### src/rtl/rr_arbiter_4_enc.sv
`default_nettype none
// ============================================================================
// Module   : rr_arbiter_4_enc
// Purpose  : Four-requester round-robin arbiter with registered one-hot grant
//            and matching 2-bit binary grant index. The owner keeps the grant
//            until it drops its request. A one-cycle IDLE gap always separates
//            consecutive grants. The rotating pointer makes the previous
//            owner the lowest-priority client after every release.
// Revision : 1.0 - initial release
// ----------------------------------------------------------------------------
// Parameters
//   MAX_HOLD    : maximum consecutive granted cycles per owner (2..255).
//                 Used only when RR_ARB_TIMEOUT_EN is defined.
// Ports
//   clk         in   1  rising-edge clock
//   rst_n       in   1  asynchronous active-low reset
//   req         in   4  level request, bit i = client i
//   grant       out  4  registered one-hot grant, 0 when nobody owns
//   grant_id    out  2  binary index of the owner, 0 when not valid
//   grant_valid out  1  high when any grant bit is high
//   timeout     out  1  one-cycle pulse on a forced release
// Configuration macro
//   RR_ARB_TIMEOUT_EN : when defined, ownership is limited to MAX_HOLD
//                       cycles. When undefined, there is no hold limit, the
//                       hold counter is absent, and timeout is tied to 0.
// ============================================================================
module rr_arbiter_4_enc #(
    parameter int MAX_HOLD = 8
) (
    input  logic       clk,
    input  logic       rst_n,
    input  logic [3:0] req,
    output logic [3:0] grant,
    output logic [1:0] grant_id,
    output logic       grant_valid,
    output logic       timeout
);

    localparam logic [7:0] HOLD_LIM = 8'(MAX_HOLD);

    typedef enum logic [0:0] {
        S_IDLE  = 1'b0,
        S_OWNED = 1'b1
    } state_t;

    state_t     state_q, state_d;
    logic [1:0] ptr_q, ptr_d;
    logic [3:0] grant_q, grant_d;
    logic [1:0] grant_id_q, grant_id_d;
    logic       grant_valid_q, grant_valid_d;

    // Rotating search: the first set request starting at ptr_q, wrapping mod 4.
    logic       win_found;
    logic [1:0] win_id;
    logic [1:0] search_idx;

    always_comb begin
        win_found  = 1'b0;
        win_id     = ptr_q;
        search_idx = ptr_q;
        for (int k = 0; k < 4; k++) begin
            search_idx = ptr_q + 2'(k);
            if (!win_found && req[search_idx]) begin
                win_found = 1'b1;
                win_id    = search_idx;
            end
        end
    end

    // The registered owner index selects the owner's request bit directly.
    logic owner_req;
    assign owner_req = req[grant_id_q];

`ifdef RR_ARB_TIMEOUT_EN
    logic [7:0] hcnt_q, hcnt_d;
    logic       timeout_q, timeout_d;
`else
    // MAX_HOLD has no effect in this build.
    logic       unused_hold_lim;
    assign unused_hold_lim = ^HOLD_LIM;
`endif

    always_comb begin
        state_d       = state_q;
        ptr_d         = ptr_q;
        grant_d       = grant_q;
        grant_id_d    = grant_id_q;
        grant_valid_d = grant_valid_q;
`ifdef RR_ARB_TIMEOUT_EN
        hcnt_d        = hcnt_q;
        timeout_d     = 1'b0;
`endif
        case (state_q)
            S_IDLE: begin
                // Outputs are already 0 in IDLE, so only a win changes them.
                if (win_found) begin
                    grant_d       = 4'b0001 << win_id;
                    grant_id_d    = win_id;
                    grant_valid_d = 1'b1;
                    ptr_d         = win_id + 2'd1;
`ifdef RR_ARB_TIMEOUT_EN
                    hcnt_d        = 8'd1;
`endif
                    state_d       = S_OWNED;
                end
            end
            S_OWNED: begin
                // An owner drop takes priority over the limit, so a drop at
                // the limit counts as a normal release without timeout.
                if (!owner_req) begin
                    grant_d       = 4'b0000;
                    grant_id_d    = 2'd0;
                    grant_valid_d = 1'b0;
                    state_d       = S_IDLE;
                end
`ifdef RR_ARB_TIMEOUT_EN
                else if (hcnt_q == HOLD_LIM) begin
                    grant_d       = 4'b0000;
                    grant_id_d    = 2'd0;
                    grant_valid_d = 1'b0;
                    timeout_d     = 1'b1;
                    state_d       = S_IDLE;
                end else begin
                    hcnt_d        = hcnt_q + 8'd1;
                end
`endif
            end
            default: begin
                state_d       = S_IDLE;
                grant_d       = 4'b0000;
                grant_id_d    = 2'd0;
                grant_valid_d = 1'b0;
            end
        endcase
    end

    always_ff @(posedge clk or negedge rst_n) begin
        if (!rst_n) begin
            state_q       <= S_IDLE;
            ptr_q         <= 2'd0;
            grant_q       <= 4'b0000;
            grant_id_q    <= 2'd0;
            grant_valid_q <= 1'b0;
`ifdef RR_ARB_TIMEOUT_EN
            hcnt_q        <= 8'd0;
            timeout_q     <= 1'b0;
`endif
        end else begin
            state_q       <= state_d;
            ptr_q         <= ptr_d;
            grant_q       <= grant_d;
            grant_id_q    <= grant_id_d;
            grant_valid_q <= grant_valid_d;
`ifdef RR_ARB_TIMEOUT_EN
            hcnt_q        <= hcnt_d;
            timeout_q     <= timeout_d;
`endif
        end
    end

    assign grant       = grant_q;
    assign grant_id    = grant_id_q;
    assign grant_valid = grant_valid_q;
`ifdef RR_ARB_TIMEOUT_EN
    assign timeout     = timeout_q;
`else
    assign timeout     = 1'b0;
`endif

endmodule
`default_nettype wire

### config.mk
export PLATFORM = sky130hd
export DESIGN_NAME = rr_arbiter_4_enc
export DESIGN_NICKNAME = d
export VERILOG_FILES = /design/src/rtl/rr_arbiter_4_enc.sv
export SDC_FILE = /design/constraint.sdc
export NUM_CORES = 1
export LEC_CHECK = 0
export CAP_MARGIN = 20
export CELL_PAD_IN_SITES_DETAIL_PLACEMENT = 1
export CELL_PAD_IN_SITES_GLOBAL_PLACEMENT = 1
export CORE_MARGIN = 8
export CORE_UTILIZATION = 39
export CTS_CLUSTER_DIAMETER = 30
export DETAILED_ROUTE_END_ITERATION = 8
export PLACE_DENSITY = 0.83
export SYNTH_ARGS = -nofsm -noshare
export SYNTH_HDL_FRONTEND = slang
export SYNTH_SLANG_ARGS = --single-unit
### constraint.sdc
create_clock -name clk -period 2.05 [get_ports clk]
set_input_delay 0.3075 -clock clk [delete_from_list [all_inputs] [get_ports clk]]
set_output_delay 0.3075 -clock clk [all_outputs]
set_load 0.05 [all_outputs]
==> metrics, run 1 <==
Post-CTS Hold Buffers 0; # rows 15; R2R Path Start ptr_q[1]; register bit total from synthesis 10; count of pins over their slew limit 0; routed via count 561; die width 57.6 um; Levels on crit path 1; global-route wire length before repair 2.80 mm; CP Cell Sequence clkdlybuf4s50_1; endpoints failing setup 0; RD Place Congestion 0.825; Slew Limit Headroom 0.667; Final nets 100; initial antenna violation count 0; Max Clock Freq 527 MHz; Post-DP Area 810 um2; Final min period 1.90 ns; pin count of the biggest net entering global routing 11; Area contributors post-synth dfrtp_1 37%, nand2_1 8.3%, ha_1 7.4%, o21ai_1 5.2%, buf_6 3.3%; vias in the first global route 620; post-synthesis cell area 676 um2; # IOs 14; Finished Layout Cells 106; dpl cells 102; Combinational Power Share 0.565; Die H 57.6 um; sequential share of the synthesized area 0.370; Tightest Hold Check Type primary input to asynchronous set/reset pin; CP endpoint grant_id[0]; Worst Path Max Fanout 7; total power draw 1.33 mW; Vias/cell 5.29; Worst EP required 1.74 ns; Syn Inst Count 73; register area 250 um2; ANT nets after route 0; fill cell count 192; # DRC 0; part of the power in the clock network 0.137; P_int 682 uW; CP arrival 1.59 ns; share of the synthesized area in the top cell type 0.370; Switching Power 648 uW; leakage power 0.376 nW; Initial Utilization 0.404; synth-to-layout area growth 25.2%; RSZ-0062 raised after global routing no; multi-input gate area in the final layout 392 um2; Detailed Place HPWL 1.25 mm; syn nets 83; GR Util All Layers 0.111; Buffers on Ports 12; cell family with most CP delay buffers and inverters; Skew-Pair Late Insertion Delay 0.27 ns; R2R setup slack 0.55 ns; Setup Buffers After CTS 0; Critical Path Start grant_id[0]; Peak VDD IR 0.707 mV; setup_tns 0 ns; RR Endpoint ptr_q[1]; clock tree sinks 10; CP endpoint kind output port; Setup crit start kind flop; Detailed Routing Iterations Pass 1 3; post-DR wirelength/cell 15.3 um; post-synth cell types 30; synth warn 0; critical path type flop to output port; worst slew pin tran 0.498 ns; Seq pwr share 0.298; pwr dens 1570 nW/um2; CORE AREA 1670 um2; die area 3320 um2; ANT cells 0; final WL 1.62 mm; final hold violation count 0; Post-CTS Resized 0; CTS buffer count 3; final hold slack 0.354 ns; grt ovf 0; Max-Cap Viols 0; First DRT Iteration DRCs 1; Crit-path slowest cell clkdlybuf4s50_1; crit share post-route 0.926; Buf/Inv on CP 1; Worst Skew 0.0115 ns; Final Cell Area 846 um2; status complete, no violations; crit-path max cell delay 0.85 ns; Root Buffer clkbuf_4; TritonCTS clock tree done; Max clock buf depth 2; share of post-route cells with drive strength above 1 0.146; worst reg-to-reg path cell count 7; number of H-tree levels 1; Switching Fraction 0.487; cell taking the most area after synthesis dfrtp_1; Mapped Avg Cell Area 9.26 um2; Clock Pin Slew Worst Setup and Hold Paths 0.08 ns
[power groups by stage]
stage                     Sequential [mW]  Clock, mW  Combinational, mW
after CTS                           0.394      0.188              0.761
after global placement              0.391          0              0.737
after detailed placement            0.398          0              0.756
final                               0.396      0.182              0.752
after global routing                0.405      0.199              0.822
after floorplan                     0.582          0              0.350
[logic make-up (layout without fill, tap and decap cells)]
family                     Yosys count  after routing  synth area share
and+or+nand+nor                     30             30             0.239
AOI/OAI and AO/OA                   20             20             0.193
DFF                                 10             10             0.370
adders and majority gates            4              4            0.0741
muxes                                4              4            0.0685
buffers and inverters                4             20            0.0500
other                                1              1           0.00555
[synthesized netlist by cell type]
cell      number
mux2_4         1
o21ai_1        7
a31o_1         1
a21boi_0       1
nand2_1       15
o21bai_2       1
a21oi_1        4
nor4_4         1
nor2b_4        1
ha_1           4
nand2b_1       1
inv_1          1
a22oi_1        1
o21ai_0        1
o211ai_2       1
dfrtp_1       10
nand3_1        2
a21o_1         1
buf_4          1
buf_6          2
nor2_1         4
o21bai_1       1
or2_1          1
o21a_1         1
mux2_1         1
mux2i_1        2
conb_1         1
nor2b_1        3
nor2_2         1
nand3b_1       1
[worst min-delay path by stage]
stage / from / to / slack (ns) / cells after the start
2_1_floorplan: rst_n / grant[0] / 0.01 / 0
3_3_place_gp: grant_valid / grant_valid / 0.50 / 2
3_5_place_dp: grant_valid / grant_valid / 0.50 / 2
4_1_cts: rst_n / grant_id[1] / 0.36 / 1
5_1_grt: rst_n / ptr_q[0] / 0.41 / 1
6_report: rst_n / grant_id[1] / 0.35 / 1
[worst register-to-register path, cell delays in order, from the launching register on]
cell and delay [ns]:
dfrtp_1 0.44, nand2_1 0.09, a21oi_1 0.08, o211ai_2 0.27, inv_1 0.11, ha_1 0.30, nand2_1 0.06, nand2_1 0.05
[registers in the layout, summed over array words and instances (netlist names)]
register,count
grant,4
grant_id,2
ptr_q,2
grant_valid,1
state_q,1
[routing by layer]
layer,wire length [um],GRT usage,vias to the layer above,share of wire
li1,-,-,278,-
met1,735,0.110,271,0.45
met2,801,0.193,10,0.50
met3,72,0.0508,2,0.044
met4,9,0.0500,0,0.0056
met5,0,0,-,0
[layout by cell type (no fill, tap or decap), drive strengths merged]
cell	Yosys	layout
a21boi	1	1
a21o	1	1
a21oi	4	4
a22oi	1	1
a31o	1	1
buf	3	3
clkbuf	0	4
clkdlybuf4s50	0	12
conb	1	1
dfrtp	10	10
ha	4	4
inv	1	1
mux2	2	2
mux2i	2	2
nand2	15	15
nand2b	1	1
nand3	2	2
nand3b	1	1
nor2	5	5
nor2b	4	4
nor4	1	1
o211ai	1	1
o21a	1	1
o21ai	8	8
o21bai	2	2
or2	1	1
[final cells by class]
cell class,count,share of cell area
sequential,10,0.296
clock buffer,4,0.0429
timing repair buffer,15,0.169
tap,17,0.0251
multi-input combinational,59,0.463
inverter,1,0.00444
[stage by stage]
| stage | setup WS [ns] | utilization |
|---|---|---|
| final | 0.152 | 0.506 |
| after global routing | 0.114 | 0.506 |
| after CTS | 0.144 | 0.506 |
| after detailed placement | 0.00463 | 0.485 |
| after global placement | 0.0560 | 0.485 |
| after floorplan | 0.643 | - |
Note: power is estimated with default switching activity, not from simulation.
==> run 2: changes to the inputs <==
Settings changed: CORE_UTILIZATION 39 to 42, CTS_BUF_LIST set to sky130_fd_sc_hd__clkbuf_2, PLACE_DENSITY 0.83 to 0.89.
==> run 2 against run 1 <==
Global-route usage up 0.46 points. Clock skew down 0.0082 ns. Worst hold slack got worse by 0.0043 ns. Total power fell by 5.5%. Sequential cell count did not move. Critical endpoint unchanged. Final area shrank 2.7%. Clock power shrank 39%. Sequential power is 1% lower. Count of clock-buffer cells in the layout decreased by 1. Critical path type unchanged. Critical path depth did not move. Core utilization is 4.0 points higher.
==> metrics, run 2 (synthesis gave the netlist of run 1 again) <==
R2R Path Start ptr_q[1]; Worst EP required 1.74 ns (about the same); fill cell count 186 (-3.1%); endpoints failing setup 0 (unchanged); vias in the first global route 609 (-1.8%); Post-CTS Resized 0 (unchanged); Combinational Power Share 0.600 (+0.035); initial antenna violation count 0 (unchanged); ANT nets after route 0 (unchanged); Initial Utilization 0.449 (+0.0440); Peak VDD IR 0.687 mV (-2.8%); R2R setup slack 0.53 ns (-0.02 ns); Worst Skew 0.00338 ns (-0.00816 ns); synth-to-layout area growth 21.9%; number of H-tree levels 1 (unchanged); status complete, no violations; die width 56.1 um (-2.6%); # rows 14 (-1); routed via count 561 (unchanged); CP endpoint kind output port; commonest cells after routing, fill and taps aside 15 x nand2_1, 12 x clkdlybuf4s50_1, 10 x dfrtp_1; Slew Limit Headroom 0.664 (-0.00244); most common cell after layout, fill and taps aside nand2_1; Final nets 100 (unchanged); Skew-Pair Late Insertion Delay 0.26 ns (about the same); post-DR wirelength/cell 15.6 um (+2.2%); GR Util All Layers 0.116 (+0.00462); Vias/cell 5.39 (+1.9%); Final min period 1.88 ns (-0.0211 ns); Switching Power 642 uW (-0.86%); worst slew pin tran 0.502 ns (+0.00365 ns); part of the power in the clock network 0.089 (-0.048); count of pins over their slew limit 0 (unchanged); RD Place Congestion 0.784 (-5.0%); Setup Buffers After CTS 0 (unchanged); worst reg-to-reg path cell count 7 (unchanged); Root Buffer clkbuf_2; final hold violation count 0 (unchanged); Post-CTS Hold Buffers 0 (unchanged); share of post-route cells with drive strength above 1 0.136 (-0.00970); Max Clock Freq 533 MHz (+1.1%); CORE AREA 1510 um2 (-9.8%); setup_tns 0 ns (unchanged); total power draw 1.26 mW (-5.5%); CTS buffer count 3 (unchanged); RSZ-0062 raised after global routing no; Clock Pin Slew Worst Setup and Hold Paths 0.10 ns (+0.02 ns); Seq pwr share 0.311 (+0.013); Die H 56.1 um (-2.6%); CP Cell Sequence clkdlybuf4s50_1; # IOs 14 (unchanged); leakage power 0.367 nW (-2.3%); die area 3150 um2 (-5.2%); TritonCTS clock tree done; clock tree sinks 10 (unchanged); RR Endpoint ptr_q[1]; Max clock buf depth 2 (unchanged); final WL 1.62 mm (+0.31%); Buf/Inv on CP 1 (unchanged); pwr dens 1530 nW/um2 (-2.9%); max FFs per register 4 (unchanged); Buffers on Ports 12 (unchanged); Detailed Place HPWL 1.30 mm (+4.0%); crit-path max cell delay 0.84 ns (about the same); global-route wire length before repair 2.98 mm (+6.4%); # DRC 0 (unchanged); pin count of the biggest net entering global routing 11 (unchanged); grt ovf 0 (unchanged); Switching Fraction 0.511 (+0.0240); ANT cells 0 (unchanged); Tightest Hold Check Type primary input to asynchronous set/reset pin; CP arrival 1.57 ns (-0.02 ns); Setup crit start kind flop; Max-Cap Viols 0 (unchanged); First DRT Iteration DRCs 10 (+9); Detailed Routing Iterations Pass 1 3 (unchanged); P_int 614 uW (-9.9%); critical path type flop to output port; Worst Path Max Fanout 7 (unchanged); crit share post-route 0.916 (-0.0103); cell family with most CP delay buffers and inverters; Crit-path slowest cell clkdlybuf4s50_1
-- run 2: area by class of cell --
class                   count  area [um2]  area share
flip-flops and latches     10         250       0.304
inverters                   1        3.75     0.00456
repair buffers             15         143       0.173
multi-input cells          59         392       0.476
clock buffers               3        15.0      0.0182
well taps                  16        20.0      0.0243
-- run 2: worst max-delay path by stage --
stage                        endpoint  slack (ns)   startpoint  cells after the start
after detailed placement     ptr_q[1]        0.01       req[3]                      8
after global routing      grant_id[0]        0.10  grant_id[0]                      1
after CTS                 grant_id[0]        0.15  grant_id[0]                      1
after global placement       ptr_q[1]        0.06       req[3]                      8
after floorplan              grant[0]        0.64  grant_id[1]                      4
final                     grant_id[0]        0.17  grant_id[0]                      1
-- run 2: layer usage --
metal,track usage,wire [um],up-vias
met1,0.124,701,269
met2,0.197,834,8
li1,-,-,280
met4,0.0412,22,0
met5,0,0,-
met3,0.0479,64,4
-- run 2: stage by stage --
stage	setup slack (ns)	hold WS [ns]	std cells	instance area, um2	utilization
2_1_floorplan	0.643	0.0119	73	676	-
3_3_place_gp	0.0620	0.490	101	808	0.537
3_5_place_dp	0.0131	0.492	101	808	0.537
4_1_cts	0.153	0.365	104	823	0.547
5_1_grt	0.103	0.396	104	823	0.547
6_report	0.173	0.350	104	823	0.547
-- run 2: power by group through the flow --
| stage | clock [mW] | sequential (mW) | combinational, mW |
|---|---|---|---|
| 3_5_place_dp | 0 | 0.397 | 0.759 |
| 5_1_grt | 0.122 | 0.408 | 0.833 |
| 3_3_place_gp | 0 | 0.393 | 0.735 |
| 4_1_cts | 0.117 | 0.393 | 0.765 |
| 6_report | 0.111 | 0.391 | 0.754 |
| 2_1_floorplan | 0 | 0.582 | 0.350 |
